## src/rtl/alsu_driver_if.sv

```systemverilog
// Command/response handshake bundle between the control sequencer (master) and
// alsu_driver (slave).
interface alsu_driver_if #(
  parameter int unsigned TAG_W = 2
);
  logic             cmd_valid;
  logic             cmd_ready;
  logic [2:0]       cmd_a;
  logic [2:0]       cmd_b;
  logic [2:0]       cmd_opc;
  logic [6:0]       cmd_flags;
  logic [TAG_W-1:0] cmd_tag;
  logic             rsp_valid;
  logic             rsp_ready;
  logic [5:0]       rsp_data;
  logic [TAG_W-1:0] rsp_tag;

  modport master (
    output cmd_valid, cmd_a, cmd_b, cmd_opc, cmd_flags, cmd_tag, rsp_ready,
    input  cmd_ready, rsp_valid, rsp_data, rsp_tag
  );

  modport slave (
    input  cmd_valid, cmd_a, cmd_b, cmd_opc, cmd_flags, cmd_tag, rsp_ready,
    output cmd_ready, rsp_valid, rsp_data, rsp_tag
  );
endinterface

```

## src/rtl/alsu_driver.sv

```systemverilog
// ALSU command-side initiator: buffers commands, issues one per cycle onto the ALSU pins,
// tracks the fixed pipeline latency and returns tagged results in order.
module alsu_driver #(
  parameter int unsigned DEPTH = 4,
  parameter int unsigned LAT   = 2,
  parameter int unsigned TAG_W = 2
) (
  input  logic         clk,
  input  logic         rst,
  alsu_driver_if.slave bus,
  output logic [2:0]   alsu_a,
  output logic [2:0]   alsu_b,
  output logic [2:0]   alsu_opc,
  output logic         alsu_cin,
  output logic         alsu_sin,
  output logic         alsu_dir,
  output logic         alsu_ropA,
  output logic         alsu_ropB,
  output logic         alsu_bpA,
  output logic         alsu_bpB,
  input  logic [5:0]   alsu_out
);

  localparam int unsigned AW = $clog2(DEPTH);
  localparam int unsigned PW = AW + 1;
  localparam logic [PW-1:0] MaxOut = PW'(DEPTH);

  typedef struct packed {
    logic [2:0]       a;
    logic [2:0]       b;
    logic [2:0]       opc;
    logic [6:0]       flags;
    logic [TAG_W-1:0] tag;
  } cmd_t;

  typedef struct packed {
    logic [5:0]       data;
    logic [TAG_W-1:0] tag;
  } rsp_t;

  // ---------------------------------------------------------------------------
  // Command FIFO
  // ---------------------------------------------------------------------------
  cmd_t          cmd_mem [DEPTH];
  cmd_t          cmd_in;
  cmd_t          cmd_head;
  logic [PW-1:0] cmd_wr_q, cmd_wr_d;
  logic [PW-1:0] cmd_rd_q, cmd_rd_d;
  logic          cmd_ready_q, cmd_ready_d;
  logic          cmd_empty;
  logic          cmd_push;
  logic          cmd_pop;

  logic [PW-1:0] out_cnt_q, out_cnt_d;
  logic          issue;
  logic          rsp_pop;

  assign cmd_in    = {bus.cmd_a, bus.cmd_b, bus.cmd_opc, bus.cmd_flags, bus.cmd_tag};
  assign cmd_empty = (cmd_wr_q == cmd_rd_q);
  assign cmd_push  = bus.cmd_valid && cmd_ready_q;
  assign cmd_head  = cmd_mem[cmd_rd_q[AW-1:0]];

  // Issue is throttled so that every in-flight op is guaranteed a response slot.
  assign issue   = !cmd_empty && (out_cnt_q < MaxOut);
  assign cmd_pop = issue;

  always_comb begin
    cmd_wr_d    = cmd_wr_q + PW'(cmd_push);
    cmd_rd_d    = cmd_rd_q + PW'(cmd_pop);
    cmd_ready_d = !((cmd_wr_d[AW] != cmd_rd_d[AW]) &&
                    (cmd_wr_d[AW-1:0] == cmd_rd_d[AW-1:0]));
  end

  always_ff @(posedge clk or negedge rst) begin
    if (!rst) begin
      cmd_wr_q    <= '0;
      cmd_rd_q    <= '0;
      cmd_ready_q <= 1'b0;
    end else begin
      cmd_wr_q    <= cmd_wr_d;
      cmd_rd_q    <= cmd_rd_d;
      cmd_ready_q <= cmd_ready_d;
    end
  end

  always_ff @(posedge clk) begin
    if (cmd_push) begin
      cmd_mem[cmd_wr_q[AW-1:0]] <= cmd_in;
    end
  end

  assign bus.cmd_ready = cmd_ready_q;

  // ---------------------------------------------------------------------------
  // ALSU pin register: head fields on issue, all-zero idle pattern otherwise
  // ---------------------------------------------------------------------------
  logic [15:0] pin_q, pin_d;

  always_comb begin
    pin_d = '0;
    if (issue) begin
      pin_d = {cmd_head.a, cmd_head.b, cmd_head.opc, cmd_head.flags};
    end
  end

  always_ff @(posedge clk or negedge rst) begin
    if (!rst) begin
      pin_q <= '0;
    end else begin
      pin_q <= pin_d;
    end
  end

  assign alsu_a    = pin_q[15:13];
  assign alsu_b    = pin_q[12:10];
  assign alsu_opc  = pin_q[9:7];
  assign alsu_cin  = pin_q[6];
  assign alsu_sin  = pin_q[5];
  assign alsu_dir  = pin_q[4];
  assign alsu_ropA = pin_q[3];
  assign alsu_ropB = pin_q[2];
  assign alsu_bpA  = pin_q[1];
  assign alsu_bpB  = pin_q[0];

  // ---------------------------------------------------------------------------
  // In-flight tracking: stage k holds the issue made k edges ago
  // ---------------------------------------------------------------------------
  logic [LAT:0]     inf_vld_q;
  logic [TAG_W-1:0] inf_tag_q [LAT+1];
  logic             capture;

  always_ff @(posedge clk or negedge rst) begin
    if (!rst) begin
      inf_vld_q <= '0;
      for (int k = 0; k <= int'(LAT); k++) begin
        inf_tag_q[k] <= '0;
      end
    end else begin
      inf_vld_q[0] <= issue;
      inf_tag_q[0] <= issue ? cmd_head.tag : '0;
      for (int k = 1; k <= int'(LAT); k++) begin
        inf_vld_q[k] <= inf_vld_q[k-1];
        inf_tag_q[k] <= inf_tag_q[k-1];
      end
    end
  end

  // The oldest stage lines up with the ALSU output register for that issue.
  assign capture = inf_vld_q[LAT];

  // ---------------------------------------------------------------------------
  // Response FIFO
  // ---------------------------------------------------------------------------
  rsp_t          rsp_mem [DEPTH];
  rsp_t          rsp_head;
  rsp_t          rsp_in;
  logic [PW-1:0] rsp_wr_q;
  logic [PW-1:0] rsp_rd_q;
  logic          rsp_empty;
  logic          rsp_full;

  assign rsp_in    = '{data: alsu_out, tag: inf_tag_q[LAT]};
  assign rsp_empty = (rsp_wr_q == rsp_rd_q);
  assign rsp_full  = (rsp_wr_q[AW] != rsp_rd_q[AW]) &&
                     (rsp_wr_q[AW-1:0] == rsp_rd_q[AW-1:0]);
  assign rsp_pop   = !rsp_empty && bus.rsp_ready;
  assign rsp_head  = rsp_mem[rsp_rd_q[AW-1:0]];

  always_ff @(posedge clk or negedge rst) begin
    if (!rst) begin
      rsp_wr_q <= '0;
      rsp_rd_q <= '0;
    end else begin
      rsp_wr_q <= rsp_wr_q + PW'(capture);
      rsp_rd_q <= rsp_rd_q + PW'(rsp_pop);
    end
  end

  always_ff @(posedge clk) begin
    if (capture) begin
      rsp_mem[rsp_wr_q[AW-1:0]] <= rsp_in;
    end
  end

  // Gate the head so stale storage never leaks out while empty or in reset.
  assign bus.rsp_valid = !rsp_empty;
  assign bus.rsp_data  = rsp_empty ? '0 : rsp_head.data;
  assign bus.rsp_tag   = rsp_empty ? '0 : rsp_head.tag;

  // ---------------------------------------------------------------------------
  // Outstanding count: in-flight issues plus response FIFO occupancy
  // ---------------------------------------------------------------------------
  always_comb begin
    out_cnt_d = out_cnt_q + PW'(issue) - PW'(rsp_pop);
  end

  always_ff @(posedge clk or negedge rst) begin
    if (!rst) begin
      out_cnt_q <= '0;
    end else begin
      out_cnt_q <= out_cnt_d;
    end
  end

  // ---------------------------------------------------------------------------
  // Protocol invariants
  // ---------------------------------------------------------------------------
  a_out_cnt_range: assert property (@(posedge clk) disable iff (!rst) out_cnt_q <= MaxOut);

  a_rsp_no_overflow: assert property (@(posedge clk) disable iff (!rst)
    capture |-> (!rsp_full || rsp_pop));

  a_rsp_hold: assert property (@(posedge clk) disable iff (!rst)
    (bus.rsp_valid && !bus.rsp_ready) |=>
      (bus.rsp_valid && $stable(bus.rsp_data) && $stable(bus.rsp_tag)));

endmodule
```

## src/flat_wrapper.sv

```systemverilog
// flat-port wrapper written by rule: the top's interface ports become plain ports
module alsu_driver_flat 
#(
  parameter int unsigned DEPTH = 4,
  parameter int unsigned LAT   = 2,
  parameter int unsigned TAG_W = 2
)
  (clk, rst, alsu_a, alsu_b, alsu_opc, alsu_cin, alsu_sin, alsu_dir, alsu_ropA, alsu_ropB, alsu_bpA, alsu_bpB, alsu_out, bus_cmd_valid, bus_cmd_a, bus_cmd_b, bus_cmd_opc, bus_cmd_flags, bus_cmd_tag, bus_rsp_ready, bus_cmd_ready, bus_rsp_valid, bus_rsp_data, bus_rsp_tag);
  alsu_driver_if #(.TAG_W(TAG_W)) bus_i ();
  input  logic clk;
  input  logic rst;
  output logic [2:0] alsu_a;
  output logic [2:0] alsu_b;
  output logic [2:0] alsu_opc;
  output logic alsu_cin;
  output logic alsu_sin;
  output logic alsu_dir;
  output logic alsu_ropA;
  output logic alsu_ropB;
  output logic alsu_bpA;
  output logic alsu_bpB;
  input  logic [5:0] alsu_out;
  input wire logic [$bits(bus_i.cmd_valid)-1:0] bus_cmd_valid;
  input wire logic [$bits(bus_i.cmd_a)-1:0] bus_cmd_a;
  input wire logic [$bits(bus_i.cmd_b)-1:0] bus_cmd_b;
  input wire logic [$bits(bus_i.cmd_opc)-1:0] bus_cmd_opc;
  input wire logic [$bits(bus_i.cmd_flags)-1:0] bus_cmd_flags;
  input wire logic [$bits(bus_i.cmd_tag)-1:0] bus_cmd_tag;
  input wire logic [$bits(bus_i.rsp_ready)-1:0] bus_rsp_ready;
  output wire logic [$bits(bus_i.cmd_ready)-1:0] bus_cmd_ready;
  output wire logic [$bits(bus_i.rsp_valid)-1:0] bus_rsp_valid;
  output wire logic [$bits(bus_i.rsp_data)-1:0] bus_rsp_data;
  output wire logic [$bits(bus_i.rsp_tag)-1:0] bus_rsp_tag;
  assign bus_i.cmd_valid = bus_cmd_valid;
  assign bus_i.cmd_a = bus_cmd_a;
  assign bus_i.cmd_b = bus_cmd_b;
  assign bus_i.cmd_opc = bus_cmd_opc;
  assign bus_i.cmd_flags = bus_cmd_flags;
  assign bus_i.cmd_tag = bus_cmd_tag;
  assign bus_i.rsp_ready = bus_rsp_ready;
  assign bus_cmd_ready = bus_i.cmd_ready;
  assign bus_rsp_valid = bus_i.rsp_valid;
  assign bus_rsp_data = bus_i.rsp_data;
  assign bus_rsp_tag = bus_i.rsp_tag;
  alsu_driver #(.DEPTH(DEPTH), .LAT(LAT), .TAG_W(TAG_W)) u_core (.clk(clk), .rst(rst), .bus(bus_i), .alsu_a(alsu_a), .alsu_b(alsu_b), .alsu_opc(alsu_opc), .alsu_cin(alsu_cin), .alsu_sin(alsu_sin), .alsu_dir(alsu_dir), .alsu_ropA(alsu_ropA), .alsu_ropB(alsu_ropB), .alsu_bpA(alsu_bpA), .alsu_bpB(alsu_bpB), .alsu_out(alsu_out));
endmodule
```

## config.mk

```make
export PLATFORM = sky130hd
export DESIGN_NAME = alsu_driver_flat
export DESIGN_NICKNAME = d
export VERILOG_FILES = /design/src/rtl/alsu_driver_if.sv /design/src/rtl/alsu_driver.sv /design/src/flat_wrapper.sv
export SDC_FILE = /design/constraint.sdc
export NUM_CORES = 1
export LEC_CHECK = 0
export ABC_CLOCK_PERIOD_IN_PS = 3300
export BUFFER_PORTS_ARGS = -buffer_cell sky130_fd_sc_hd__buf_2
export CELL_PAD_IN_SITES_DETAIL_PLACEMENT = 0
export CELL_PAD_IN_SITES_GLOBAL_PLACEMENT = 1
export CORE_AREA = 2 2 120 122
export CTS_CLUSTER_SIZE = 8
export DETAILED_ROUTE_END_ITERATION = 8
export DIE_AREA = 0 0 122 124
export PLACE_DENSITY = 0.75
export SLEW_MARGIN = 20
export SYNTH_ARGS = -nofsm -noshare
export SYNTH_HDL_FRONTEND = slang
export SYNTH_SLANG_ARGS = --single-unit
```

## constraint.sdc

```tcl
create_clock -name clk -period 3.3 [get_ports clk]
set_input_delay 0.165 -clock clk [delete_from_list [all_inputs] [get_ports clk]]
set_output_delay 0.165 -clock clk [all_outputs]
set_load 0.02 [all_outputs]
```

==> impl_metrics.toml <==
[status]
status = "finished clean"

[cts]
clk_pin_slew_ns = 0.06
post_cts_buffers = 0
ctsRootBufferMaster = "clkbuf_16"
clk_latency_ns = 0.40
clock_path_buffers = 2
post_cts_resized = 0
clock-sinks = 145
cts_tree = "built"
ctsHoldBuffers = 25
ctsHtreeMaxLevel = 4
numCtsBuffers = 17

[logic_synthesis]
synth.area.top_cells = "edfxtp_1 58%, dfrtp_1 19%, mux4_2 8.8%"
ys_warn_count = 0
avgSynthCellArea_um2 = 21.5
synth.most_common_cell = "edfxtp_1"
seq_area_frac_synth_pct = 77.0
synth_edf_count = 104
yosys.cell_types.count = 24
ys_ff_latch = 145
synth_area_mm2 = 0.00539
synth_commonest_cells = "104 x edfxtp_1, 41 x dfrtp_1, 25 x nor2b_1, 21 x mux4_2"
syn_inst = 251
syn-num-nets = 290
synth_top_area_share_pct = 58.0
synthArstFlopShare_pct = 28.3
yosysTopAreaCell = "edfxtp_1"
ys.flop_type = "edfxtp_1"

[critical_path]
timing_worst_setup_path_type = "flop to flop"
worstSetupEndpointType = "flop"
cp_max_fo = 20
ff2ff_path_depth = 8
cp_data_required_time_ns = 3.58
start_kind = "flop"
reg2reg_to = "u_core.bus.cmd_ready"
rrSetupSlack_ns = 0.75
arrival_ns = 2.83
timing.rr.start = "u_core.cmd_wr_q[1]"

[floorplanning]
die_area_mm2 = 0.0151
initial_core_util_pct = 39.3
die_h_um = 124
core-area_mm2 = 0.0137
io_pins = 54
die_w_um = 122
rows = 43

[timing]
setup_tns_ns = 0
rsz0062_at_grt = "no"
max_freq_mhz = 393
tightest_slew_ns = 0.982
fin_crit_ns = 2.55
skew_ns = 0.00941
fin_crit_sh_pct = 77.1
slew-limit-headroom_pct = 34.6
final_hold_viol_count = 0
setup_viol = 0
drv_slew = 0

[grt]
grt_pass1_vias = 2810
grt_usage_pct = 13.5
grt_max_degree = 42
grt_pass1_wl_um = 14700
grt-ovfl-total = 0
antenna_found_initial = 0

[power_and_ir_drop]
p_comb_share_pct = 29.3
power_density_mw_per_mm2 = 974
netSwitchingPower_mw = 2.03
swShare_pct = 31.0
p_clk_share_pct = 28.9
ir_worst_vdd_uv = 518
finalPower_mw = 6.55
cellInternalPower_mw = 4.51
power.leakage_nw = 2.59
pwr-share-seq_pct = 41.8

[cells_and_area]
area_growth_pct = 24.8
fill_cells = 1107
antenna_cells = 0
fin_area_mm2 = 0.00672
multi_input_area_mm2 = 0.00116
layout-drive-gt1-share_pct = 33.1
layout.nets = 386
regArea_mm2 = 0.00415

[detailed_routing]
drtPass1Iterations = 4
met3WireLength_um = 422
top_layer_used = "met4"
routed-wl-met2_um = 5210
wl_per_cell_um = 17.6
drt_iter0_markers = 191
viasPerCell = 4.66
postRouteAntennaNets = 0
drc = 0
m1WireLength_um = 3870
vias = 2516
drt-total-wl_um = 9520

[place]
io_buffers = 53
dpl_cell_area_mm2 = 0.00588
dp_hpwl_um = 5510
gp_congestion = 0.682

[min_path]
hold_end = "u_core.rsp_rd_q[0]"
hold_start = "bus_rsp_ready"
holdPathStages = 3
min_path_type = "input port to flop"

[job]
cap_violations = 0
-- flip-flops by register name, summed over array words and instances (netlist names) --
register              cells
u_core.out_cnt_q          3
u_core.rsp_mem           32
u_core.inf_tag_q          6
u_core.pin_q             16
u_core.cmd_wr_q           3
u_core.inf_vld_q          3
u_core.cmd_mem           72
u_core.rsp_wr_q           3
u_core.cmd_rd_q           3
u_core.bus.cmd_ready      1
u_core.rsp_rd_q           3
-- critical path, stage by stage (launching register included) --
cell and delay [ns]:
dfrtp_1 0.45, xnor2_1 0.19, a31o_2 0.58, inv_1 0.13, ha_1 0.23, ha_1 0.18, xor2_1 0.19, xnor2_1 0.09
or3_1 0.37
-- power by group through the flow --
stage          sequential, mW  clock, mW  combinational [mW]
2_1_floorplan            2.75          0                1.39
3_3_place_gp             2.75          0                1.87
3_5_place_dp             2.78          0                1.92
4_1_cts                  2.75       1.92                1.96
5_1_grt                  2.79       2.01                2.11
6_report                 2.74       1.89                1.92
-- worst max path at each step --
stage	startpoint	endpoint	slack, ns
5_1_grt	u_core.cmd_wr_q[1]	u_core.bus.cmd_ready	0.61
3_3_place_gp	u_core.rsp_rd_q[0]	u_core.out_cnt_q[2]	0.86
3_5_place_dp	u_core.cmd_wr_q[1]	u_core.bus.cmd_ready	0.76
6_report	u_core.cmd_wr_q[1]	u_core.bus.cmd_ready	0.75
2_1_floorplan	u_core.bus.cmd_ready	u_core.cmd_mem[2][0]	0.89
4_1_cts	u_core.cmd_wr_q[1]	u_core.bus.cmd_ready	0.73
-- through the flow --
step / util (%) / hold slack [ns] / std cells / worst slack, ns
after floorplan: - / -0.131 / 251 / 0.894
after detailed placement: 42.9 / 0.335 / 483 / 0.756
after CTS: 49.0 / 0.245 / 540 / 0.730
final: 49.0 / 0.236 / 540 / 0.754
after global placement: 42.9 / 0.333 / 483 / 0.862
after global routing: 49.0 / 0.280 / 540 / 0.609
-- cells in the final DEF, fill, tap and decap left out, types with 5 or more instances in the layout --
cell type and n:
buf_2 53, xnor2_1 5, clkinv_4 5, clkbuf_16 17, dlygate4sd3_1 25, mux4_1 5
edfxtp_1 104, buf_4 7, inv_1 6, nor2b_1 25, ha_1 10, mux4_2 21
xor2_1 10, dfrtp_1 41
-- cells by family after synthesis --
| group | synth area share (%) |
|---|---|
| compound gates | 0.163 |
| xor+xnor | 2.44 |
| fa+ha+maj | 2.69 |
| buf+inv | 1.65 |
| flops | 77.0 |
| mux | 11.2 |
| simple gates | 4.83 |
-- layout make-up --
type / count / share of cell area (%)
inverters: 6 / 0.335
clock buffers: 18 / 6.53
multi-input cells: 92 / 17.3
clock inverters: 14 / 2.27
repair buffers: 85 / 8.45
flip-flops and latches: 145 / 61.7
well taps: 180 / 3.35
-- layer usage --
| layer | up-vias | GRT usage (%) |
|---|---|---|
| met1 | 1301 | 15.3 |
| met2 | 54 | 24.4 |
| met3 | 2 | 4.90 |
| met4 | 0 | 2.80 |
| li1 | 1159 | - |
| met5 | - | 0 |
Note: power is estimated with default switching activity, not from simulation.
